`src/rtl/rmt_cfg_pkg.sv`:
```
// Shared definitions for the RMT stage configuration path.
// Holds the table-target encodings, the sequencer state encodings,
// the default table widths and a small saturating-counter helper.
package rmt_cfg_pkg;

    // Default widths of the three stage tables
    localparam int KEY_OFF_DEF = 18;
    localparam int KEY_LEN_DEF = 197;
    localparam int ACT_W_DEF   = 625;
    localparam int ADDR_W_DEF  = 4;

    // Table-write target encodings carried on cfg_target
    localparam logic [1:0] CFG_TGT_KEYOFF = 2'd0;
    localparam logic [1:0] CFG_TGT_CAM    = 2'd1;
    localparam logic [1:0] CFG_TGT_ACT    = 2'd2;
    localparam logic [1:0] CFG_TGT_RSVD   = 2'd3;

    // Configuration sequencer states
    localparam logic [2:0] ST_IDLE     = 3'd0;
    localparam logic [2:0] ST_HOLD     = 3'd1;
    localparam logic [2:0] ST_WRITE    = 3'd2;
    localparam logic [2:0] ST_CAM_WAIT = 3'd3;
    localparam logic [2:0] ST_RESP     = 3'd4;

    // 16-bit increment that sticks at all-ones
    function automatic logic [15:0] sat_inc16(input logic [15:0] val);
        logic [15:0] res;
        if (val == 16'hFFFF) begin
            res = val;
        end else begin
            res = val + 16'd1;
        end
        return res;
    endfunction

endpackage

```
`src/rtl/phv_inflight_cnt.sv`:
```
// Saturating up/down counter of PHVs currently inside the stage.
// Ports:
//   clk, rst  - clock, synchronous active-high reset
//   inc       - a PHV enters the stage this cycle
//   dec       - a PHV leaves the stage this cycle
//   empty     - no PHV in flight (count == 0)
module phv_inflight_cnt #(
    parameter int W = 4
) (
    input  logic clk,
    input  logic rst,
    input  logic inc,
    input  logic dec,
    output logic empty
);

    localparam logic [W-1:0] CNT_ZERO = {W{1'b0}};
    localparam logic [W-1:0] CNT_ONE  = {{(W-1){1'b0}}, 1'b1};
    localparam logic [W-1:0] CNT_MAX  = {W{1'b1}};

    logic [W-1:0] count_r;

    // Count entries minus exits; simultaneous enter and exit cancel out
    always_ff @(posedge clk) begin
        if (rst) begin
            count_r <= CNT_ZERO;
        end else if (inc && !dec && (count_r != CNT_MAX)) begin
            count_r <= count_r + CNT_ONE;
        end else if (dec && !inc && (count_r != CNT_ZERO)) begin
            count_r <= count_r - CNT_ONE;
        end else begin
            count_r <= count_r;
        end
    end

    assign empty = (count_r == CNT_ZERO);

endmodule

```
`src/rtl/stage_cfg_ctrl.sv`:
```
// Configuration sequencer for one RMT match-action stage.
// Accepts a table write, stalls upstream and drains in-flight PHVs,
// issues one single-cycle write to the key-offset RAM, lookup CAM or
// action RAM, waits for the CAM to finish, then answers done or error.
// Ports:
//   clk, rst                 - clock, synchronous active-high reset
//   cfg_*                    - command channel (valid/ready) and response pulses
//   phv_in_valid/out_valid   - PHVs entering/leaving the stage
//   phv_hold                 - upstream stall request
//   key_off_entry_*          - key-offset RAM write channel
//   lookup_din*, cam_busy    - CAM write channel and its busy flag
//   action_*                 - action RAM write channel
// Optional build macro STAGE_CFG_STATS_EN adds cfg_wr_cnt / cfg_drop_cnt
// (saturating counts of completed writes and of drops plus errors).
module stage_cfg_ctrl
    import rmt_cfg_pkg::*;
#(
    parameter int STAGE   = 0,
    parameter int KEY_OFF = KEY_OFF_DEF,
    parameter int KEY_LEN = KEY_LEN_DEF,
    parameter int ACT_W   = ACT_W_DEF,
    parameter int ADDR_W  = ADDR_W_DEF,
    parameter int INFL_W  = 4,
    parameter int CAM_TMO = 255
) (
    input  logic               clk,
    input  logic               rst,
    input  logic               cfg_valid,
    output logic               cfg_ready,
    input  logic [2:0]         cfg_stage,
    input  logic [1:0]         cfg_target,
    input  logic [ADDR_W-1:0]  cfg_addr,
    input  logic [ACT_W-1:0]   cfg_data,
    input  logic [KEY_LEN-1:0] cfg_mask,
    output logic               cfg_done,
    output logic               cfg_err,
    input  logic               phv_in_valid,
    input  logic               phv_out_valid,
    output logic               phv_hold,
    output logic [KEY_OFF-1:0] key_off_entry_in,
    output logic               key_off_entry_in_valid,
    output logic [ADDR_W-1:0]  key_off_entry_addr,
    output logic [KEY_LEN-1:0] lookup_din,
    output logic [KEY_LEN-1:0] lookup_din_mask,
    output logic [ADDR_W-1:0]  lookup_din_addr,
    output logic               lookup_din_en,
    input  logic               cam_busy,
    output logic [ACT_W-1:0]   action_data_in,
    output logic               action_en,
    output logic [ADDR_W-1:0]  action_addr
`ifdef STAGE_CFG_STATS_EN
    ,
    output logic [15:0]        cfg_wr_cnt,
    output logic [15:0]        cfg_drop_cnt
`endif
);

    localparam int TMO_W = $clog2(CAM_TMO + 1);
    // Last count value still inside the wait window; reaching it ends the wait
    localparam logic [TMO_W-1:0] TMO_LAST = TMO_W'(CAM_TMO - 1);
    localparam logic [TMO_W-1:0] TMO_ONE  = TMO_W'(1);

    logic [2:0]         state_r;
    logic [2:0]         state_nxt_s;
    logic               accept_s;
    logic               stage_ok_s;
    logic               err_set_s;
    logic               empty_s;
    logic [1:0]         cmd_tgt_r;
    logic [ADDR_W-1:0]  cmd_addr_r;
    logic [ACT_W-1:0]   cmd_data_r;
    logic [KEY_LEN-1:0] cmd_mask_r;
    logic [TMO_W-1:0]   tmo_cnt_r;
    logic               cfg_ready_r;
    logic               phv_hold_r;
    logic               koff_wr_r;
    logic               cam_wr_r;
    logic               act_wr_r;
    logic               cfg_done_r;
    logic               cfg_err_r;

    assign accept_s   = cfg_valid & cfg_ready_r;
    assign stage_ok_s = (cfg_stage == 3'(STAGE));

    phv_inflight_cnt #(
        .W (INFL_W)
    ) u_inflight (
        .clk   (clk),
        .rst   (rst),
        .inc   (phv_in_valid),
        .dec   (phv_out_valid),
        .empty (empty_s)
    );

    // Next-state decode; err_set_s flags a reserved target or a CAM timeout
    always_comb begin
        state_nxt_s = state_r;
        err_set_s   = 1'b0;
        case (state_r)
            ST_IDLE: begin
                if (accept_s && stage_ok_s) begin
                    if (cfg_target == CFG_TGT_RSVD) begin
                        err_set_s = 1'b1;
                    end else begin
                        state_nxt_s = ST_HOLD;
                    end
                end else begin
                    state_nxt_s = ST_IDLE;
                end
            end
            ST_HOLD: begin
                // A PHV arriving this cycle would still be in flight at the write
                if (empty_s && !phv_in_valid) begin
                    state_nxt_s = ST_WRITE;
                end else begin
                    state_nxt_s = ST_HOLD;
                end
            end
            ST_WRITE: begin
                if (cmd_tgt_r == CFG_TGT_CAM) begin
                    state_nxt_s = ST_CAM_WAIT;
                end else begin
                    state_nxt_s = ST_RESP;
                end
            end
            ST_CAM_WAIT: begin
                if (!cam_busy) begin
                    state_nxt_s = ST_RESP;
                end else if (tmo_cnt_r == TMO_LAST) begin
                    state_nxt_s = ST_IDLE;
                    err_set_s   = 1'b1;
                end else begin
                    state_nxt_s = ST_CAM_WAIT;
                end
            end
            ST_RESP: begin
                state_nxt_s = ST_IDLE;
            end
            default: begin
                state_nxt_s = ST_IDLE;
            end
        endcase
    end

    // State register and control outputs, registered from the next state
    always_ff @(posedge clk) begin
        if (rst) begin
            state_r     <= ST_IDLE;
            cfg_ready_r <= 1'b1;
            phv_hold_r  <= 1'b0;
            koff_wr_r   <= 1'b0;
            cam_wr_r    <= 1'b0;
            act_wr_r    <= 1'b0;
            cfg_done_r  <= 1'b0;
            cfg_err_r   <= 1'b0;
        end else begin
            state_r     <= state_nxt_s;
            cfg_ready_r <= (state_nxt_s == ST_IDLE);
            phv_hold_r  <= (state_nxt_s == ST_HOLD) || (state_nxt_s == ST_WRITE) ||
                           (state_nxt_s == ST_CAM_WAIT);
            koff_wr_r   <= (state_nxt_s == ST_WRITE) && (cmd_tgt_r == CFG_TGT_KEYOFF);
            cam_wr_r    <= (state_nxt_s == ST_WRITE) && (cmd_tgt_r == CFG_TGT_CAM);
            act_wr_r    <= (state_nxt_s == ST_WRITE) && (cmd_tgt_r == CFG_TGT_ACT);
            cfg_done_r  <= (state_nxt_s == ST_RESP);
            cfg_err_r   <= err_set_s;
        end
    end

    // Command register: captured on every accepted command
    always_ff @(posedge clk) begin
        if (rst) begin
            cmd_tgt_r  <= 2'd0;
            cmd_addr_r <= {ADDR_W{1'b0}};
            cmd_data_r <= {ACT_W{1'b0}};
            cmd_mask_r <= {KEY_LEN{1'b0}};
        end else if (accept_s) begin
            cmd_tgt_r  <= cfg_target;
            cmd_addr_r <= cfg_addr;
            cmd_data_r <= cfg_data;
            cmd_mask_r <= cfg_mask;
        end else begin
            cmd_tgt_r  <= cmd_tgt_r;
            cmd_addr_r <= cmd_addr_r;
            cmd_data_r <= cmd_data_r;
            cmd_mask_r <= cmd_mask_r;
        end
    end

    // CAM wait timer: runs only while waiting, cleared otherwise
    always_ff @(posedge clk) begin
        if (rst) begin
            tmo_cnt_r <= {TMO_W{1'b0}};
        end else if (state_r == ST_CAM_WAIT) begin
            tmo_cnt_r <= tmo_cnt_r + TMO_ONE;
        end else begin
            tmo_cnt_r <= {TMO_W{1'b0}};
        end
    end

`ifdef STAGE_CFG_STATS_EN
    logic [15:0] wr_cnt_r;
    logic [15:0] drop_cnt_r;

    // Saturating statistics: completed writes, and wrong-stage drops plus errors
    always_ff @(posedge clk) begin
        if (rst) begin
            wr_cnt_r   <= 16'd0;
            drop_cnt_r <= 16'd0;
        end else begin
            if (state_nxt_s == ST_RESP) begin
                wr_cnt_r <= sat_inc16(wr_cnt_r);
            end else begin
                wr_cnt_r <= wr_cnt_r;
            end
            if ((accept_s && !stage_ok_s) || err_set_s) begin
                drop_cnt_r <= sat_inc16(drop_cnt_r);
            end else begin
                drop_cnt_r <= drop_cnt_r;
            end
        end
    end

    assign cfg_wr_cnt   = wr_cnt_r;
    assign cfg_drop_cnt = drop_cnt_r;
`endif

    assign cfg_ready              = cfg_ready_r;
    assign cfg_done               = cfg_done_r;
    assign cfg_err                = cfg_err_r;
    assign phv_hold               = phv_hold_r;
    assign key_off_entry_in       = cmd_data_r[KEY_OFF-1:0];
    assign key_off_entry_in_valid = koff_wr_r;
    assign key_off_entry_addr     = cmd_addr_r;
    assign lookup_din             = cmd_data_r[KEY_LEN-1:0];
    assign lookup_din_mask        = cmd_mask_r;
    assign lookup_din_addr        = cmd_addr_r;
    assign lookup_din_en          = cam_wr_r;
    assign action_data_in         = cmd_data_r;
    assign action_en              = act_wr_r;
    assign action_addr            = cmd_addr_r;

endmodule
```
`config.mk`:
```
export PLATFORM = sky130hd
export DESIGN_NAME = stage_cfg_ctrl
export DESIGN_NICKNAME = d
export VERILOG_FILES = /design/src/rtl/rmt_cfg_pkg.sv /design/src/rtl/phv_inflight_cnt.sv /design/src/rtl/stage_cfg_ctrl.sv
export SDC_FILE = /design/constraint.sdc
export NUM_CORES = 2
export LEC_CHECK = 0
export ABC_CLOCK_PERIOD_IN_PS = 3300
export CORE_AREA = 3 3 740 742
export DETAILED_ROUTE_END_ITERATION = 12
export DIE_AREA = 0 0 743 745
export PLACE_DENSITY_LB_ADDON = 0.25
export RECOVER_POWER = 50
export SLEW_MARGIN = 30
export SYNTH_ARGS = -nofsm -noshare
export SYNTH_HDL_FRONTEND = slang
export SYNTH_SLANG_ARGS = --single-unit
```
`constraint.sdc`:
```
create_clock -name clk -period 3.3 [get_ports clk]
set_input_delay 0.495 -clock clk [delete_from_list [all_inputs] [get_ports clk]]
set_output_delay 0.495 -clock clk [all_outputs]
set_load 0.1 [all_outputs]
```
* Yosys cells after proc, flatten, opt, wreduce, memory -nomap -nowiden
Cells that the tools add are included.
Widths: inputs -> output; s select.
** Storage, ports and cells
- Logic and storage cells :: 66
- Register bits :: 850
- Output and inout bits :: 1056
** Operators by class
- Equality and inequality tests :: 12
- Bitwise operators :: 2
- Reduce and logical (&&, ||, !) cells :: 21
- Add/sub/neg operators :: 3
- Mux-type cells :: 14
** Operators with widths (number)
- $eq 3x2->1 const B :: 4
- $mux 3 :: 4
- $pmux 3 s4 :: 1
- $logic_and 1x1->1 :: 9
- $logic_not 3->1 :: 3
- $add 8x1->8 const B :: 1
- $eq 8x8->1 const B :: 1
- $mux 4 :: 2
- $eq 3x1->1 const B :: 2
- $add 4x1->4 const B :: 1
- $eq 2x2->1 const B :: 2
- $logic_not 4->1 :: 1
- $mux 1 :: 4
- $mux 2 :: 2
- $ne 4x4->1 const B :: 1
- $reduce_bool 4->1 :: 1
- $sub 4x1->4 const B :: 1
- $eq 3x3->1 const B :: 1
- $eq 2x1->1 const B :: 1
- $logic_not 1->1 :: 2
- $logic_not 2->1 :: 1
- $logic_or 1x1->1 :: 2
- $pmux 1 s2 :: 1
- $reduce_bool 2->1 :: 1
- 3 further kinds :: 3

* Longest topological paths before layout
- Depth after elaboration :: 7
- Mapped depth :: 7
- Mapped depth without buffers :: 7

* Modules after synthesis
From an unflattened synthesis, not the netlist that was laid out.
** Second synthesis, totals
- Cells, all modules :: 3918
- Area total of the unflattened synthesis :: 30817.1 um^2
** By module, submodules not included
- stage_cfg_ctrl :: area an instance 30530.5 um^2, instances 1, cells an instance 3890, sequential area each 16936.2 um^2
- phv_inflight_cnt :: area an instance 286.5 um^2, instances 1, cells an instance 28, sequential area each 80.1 um^2

* Worst setup path after synthesis
OpenSTA, ideal clock, no wires.
- Kind :: in2reg
- From :: in phv_in_valid
- To :: reg u_inflight.count_r[3]
- Path slack :: 1168 ps
- Cell stages on the path :: 7
- Library setup time :: 121 ps
- Data arrival time :: 2011 ps
- Path buffers :: 0
- Cells stage by stage :: nor2b_1 nand2_1 ha_1 a21o_1 a21oi_1 mux2i_1 mux2_2
** On the way
- Word-level cells in the longest chain between the ends :: 4
- Elaborated cells on any way between the ends :: 7
** Ends and longest elaborated chain
- start: declaration :: line stage_cfg_ctrl.sv:37 : input logic phv_in_valid,
- $logic_not 1->1 :: line phv_inflight_cnt.sv:29 : end else if (dec && !inc && (count_r != CNT_ZERO)) begin
- $logic_and 1x1->1 (2 in series) :: line phv_inflight_cnt.sv:29
- $reduce_bool 2->1 (no line)
- end signal: assignment :: line phv_inflight_cnt.sv:28 : count_r <= count_r + CNT_ONE;
- end signal: assignment :: line phv_inflight_cnt.sv:30 : count_r <= count_r - CNT_ONE;
- end signal: assignment :: line phv_inflight_cnt.sv:32 : count_r <= count_r;
- end: declaration :: line phv_inflight_cnt.sv:21 : logic [W-1:0] count_r;
Several ways; a longest one is shown, not always the timed one.
A chain may end at the register's enable or synchronous reset.

* Worst setup path in the final report
- From :: reg cmd_data_r[24] (netlist: action_data_in[24])
- To :: out action_data_in[24]
** RTL lines
- start: declaration :: line stage_cfg_ctrl.sv:71 : logic [ACT_W-1:0] cmd_data_r;
- start signal: assignment :: line stage_cfg_ctrl.sv:174 : cmd_data_r <= {ACT_W{1'b0}};
- start signal: assignment :: line stage_cfg_ctrl.sv:179 : cmd_data_r <= cfg_data;
- start signal: assignment :: line stage_cfg_ctrl.sv:184 : cmd_data_r <= cmd_data_r;
- end: declaration :: line stage_cfg_ctrl.sv:48 : output logic [ACT_W-1:0] action_data_in,
No word-level cell between the ends.

==> results.cfg <==
[sta]
timing.hold.ws_ps = 118
setup_total_negative_slack_ps = 0
slew_headroom_pct = -29.2
final_max_slew_viol_count = 105
min_period_over_period_pct = 97.0
fin_worst_skew_ps = 77.1
timing.final.hold_violations = 0
slew_at_the_pin_closest_to_its_max_slew_limit_ps = 1940
setup_violations = 0
postLayoutSetupSlackWorst_ps = 99.0
fmaxAchievable_mhz = 312
unrepaired_setup_endpoints_after_global_routing = no
min_period_ps = 3200

[detailed_routing]
drtPass1Iterations = 7
via_per_inst = 2.74
detailed_router_s_first_iteration_violation_count = 2177
wire_length_per_cell_um = 32.0
via_count = 35300
drtAntennaViolNets = 0
routed_wirelength_um = 413000
drc_violations = 0

[global_routing]
grt_util_all_layers_pct = 14.2
wire_length_of_the_first_global_routing_pass_um = 485000
grt_max_degree = 89
grt_pass1_vias = 33300
initial_antenna_violation_count = 399
gr-total-overflow = 0

[logic_synthesis]
postSynth.topFlopCell = sky130_fd_sc_hd__dfxtp_1
synth.top_cells.by_count = sky130_fd_sc_hd__nand2_1, sky130_fd_sc_hd__dfxtp_1, sky130_fd_sc_hd__a21oi_1
ys_types = 36
synth_area_leaders = sky130_fd_sc_hd__dfxtp_1, sky130_fd_sc_hd__nand2_1, sky130_fd_sc_hd__a21oi_1
synth_top_area_share_pct = 55.2
synthesized_area_sq_um = 30800
synth_area_per_cell_sq_um = 7.86
synth-warning-count = 0
syn_inst = 3920
ys_ff_latch = 850
synthesis.nets = 4762
synth-edff-count = 0
ys_async_sr_fraction_pct = 0
seq_area_frac_synth_pct = 55.2
post-synth-top-count-cell = sky130_fd_sc_hd__nand2_1
yosysTopAreaCell = sky130_fd_sc_hd__dfxtp_1

[die]
start_util_pct = 5.69
row_count = 270
core_area_sq_um = 541000
die_h_um = 745
io-pin-count = 1893
chipWidth_um = 743
fp.dieArea_sq_um = 554000

[power]
powerDensity_nw_per_um2 = 621
static-leakage-power_nw = 21.6
internal_power_mw = 21.2
netSwitchingPower_mw = 15.0
p_comb_share_pct = 29.8
peakVddDrop_uv = 475
clock_power_share_pct = 38.8
netSwitchingFraction_pct = 41.4
power.share.sequential_pct = 31.4
fin_total_pwr_mw = 36.2

[clock_network]
postCtsHoldBufs = 23
clock_input_transition_at_the_sequential_cells_of_the_worst_setup_and_hold_paths_ps = 60
clock_tree.htree_level_count = 3
clock_latency_ps = 900
cts_tree = done
cts_resized = 0
buffers_inserted_during_post_cts_setup_optimization = 0
cts_root_buf = sky130_fd_sc_hd__clkbuf_16
numCtsBuffers = 125
clock_sink_count = 850
cts-root-to-sink-buffers = 4

[critical_path]
critical_path.cell_chain = clkdlybuf4s50_1
worst_path_dominant_cell_family = buffers and inverters
critical_path.n_buffers_inverters = 1
critPathArrivalTime_ps = 2710
worstSetupEndpointType = output port
critical_path.max_fanout = 3
critical_path.slowest_cell = sky130_fd_sc_hd__clkdlybuf4s50_1
crit_path_max_incr_delay_ps = 1240
worstSetupStartpointType = flop
critPathRequiredTime_ps = 2800
setup.worst_path.class = flop to output port

[placement]
pre_cts_ws_ps = 437
place_congestion = 0.969
io_buffers = 1892
placedCellCount = 12600
placed_area_sq_um = 54500
place.detailed.hpwl_um = 365000

[hold_path]
holdCritPathClass = input port to flop

[cells_and_area]
finished_layout_cell_area_sq_um = 58400
final_core_util_pct = 10.8
final_net_count = 6399
syn2layout_area_growth_pct = 89.5
finish.cell_count_without_fillers = 12900
drive_above_1_share_pct = 19.2

[status]
run_status = finished, violations left
violations_in_the_final_reports = capacitance limit, slew limit

[flow_run]
drv_cap = 9
[cells by family (layout without fill, tap and decap cells)]
logic type	after synthesis	count (layout)	share of synthesized area, %
xor+xnor	8	8	0.228
compound gates	838	838	13.8
fa+ha+maj	5	5	0.228
flops	850	850	55.2
other cells	0	50	0
buf+inv	503	2236	9.19
mux	4	4	0.134
simple gates	1712	1712	21.2
[metal layers]
metal  GRT usage, %  share of wire [%]  up-vias
met5              0               0.44        -
li1               -                  -    15700
met3           12.2                 19      831
met1           14.5                 35    16500
met4           4.78                4.2      280
met2           21.4                 42     2014
[flip-flops by register name, summed over array words and instances (netlist names)]
register                flops
key_off_entry_in_valid      1
cfg_err                     1
action_en                   1
cmd_tgt_r                   2
action_addr                 4
tmo_cnt_r                   8
u_inflight.count_r          4
cfg_ready                   1
state_r                     3
action_data_in            625
cfg_done                    1
phv_hold                    1
lookup_din_en               1
lookup_din_mask           197
[final cells by class]
cell class                 count  area [sq um]
multi-input combinational   2567         10900
fill                       63000        482000
sequential                   850         17000
antenna                       50           125
timing repair buffer        2011         17200
clock buffer                 179          3520
clock inverter                44           548
inverter                       2          7.51
tap                         7208          9020
[placed cells by master, fill, tap and decap left out, types with 21 or more instances in the layout]
master / Yosys / routed
sky130_fd_sc_hd__a21oi_1: 832 / 832
sky130_fd_sc_hd__buf_12: 0 / 28
sky130_fd_sc_hd__buf_2: 83 / 113
sky130_fd_sc_hd__buf_4: 223 / 725
sky130_fd_sc_hd__clkbuf_1: 183 / 148
sky130_fd_sc_hd__clkbuf_16: 0 / 125
sky130_fd_sc_hd__clkbuf_2: 0 / 22
sky130_fd_sc_hd__clkdlybuf4s50_1: 0 / 982
sky130_fd_sc_hd__clkinv_2: 0 / 21
sky130_fd_sc_hd__dfxtp_1: 850 / 850
sky130_fd_sc_hd__diode_2: 0 / 50
sky130_fd_sc_hd__dlygate4sd3_1: 0 / 23
sky130_fd_sc_hd__nand2_1: 1665 / 1664
[worst paths after layout]
| check | startpoint | depth (start not counted) | end | slack [ps] |
|---|---|---|---|---|
| max | action_data_in[24]$_SDFFE_PP0P_ | 1 | action_data_in[24] | 100 |
| min | cfg_data[397] | 3 | action_data_in[397]$_SDFFE_PP0P_ | 120 |
| max reg2reg | cfg_ready$_SDFF_PP1_ | 5 | lookup_din_mask[21]$_SDFFE_PP0P_ | 320 |
| min reg2reg | action_data_in[435]$_SDFFE_PP0P_ | 2 | action_data_in[435]$_SDFFE_PP0P_ | 450 |
[tightest hold or removal path: stages]
cell and delay [ps]:
sky130_fd_sc_hd__clkdlybuf4s50_1 400, sky130_fd_sc_hd__nand2_1 60, sky130_fd_sc_hd__a21oi_1 50
[power groups by stage]
stage / registers [mW] / clock network [mW] / logic, mW
2_1_floorplan: 15.8 / 0 / 2.63
6_report: 11.4 / 14.0 / 10.8
3_3_place_gp: 11.6 / 0 / 11.1
5_1_grt: 11.4 / 15.0 / 11.2
4_1_cts: 11.4 / 14.8 / 11.1
3_5_place_dp: 11.6 / 0 / 11.1
Power figures use the tool's default switching activity.
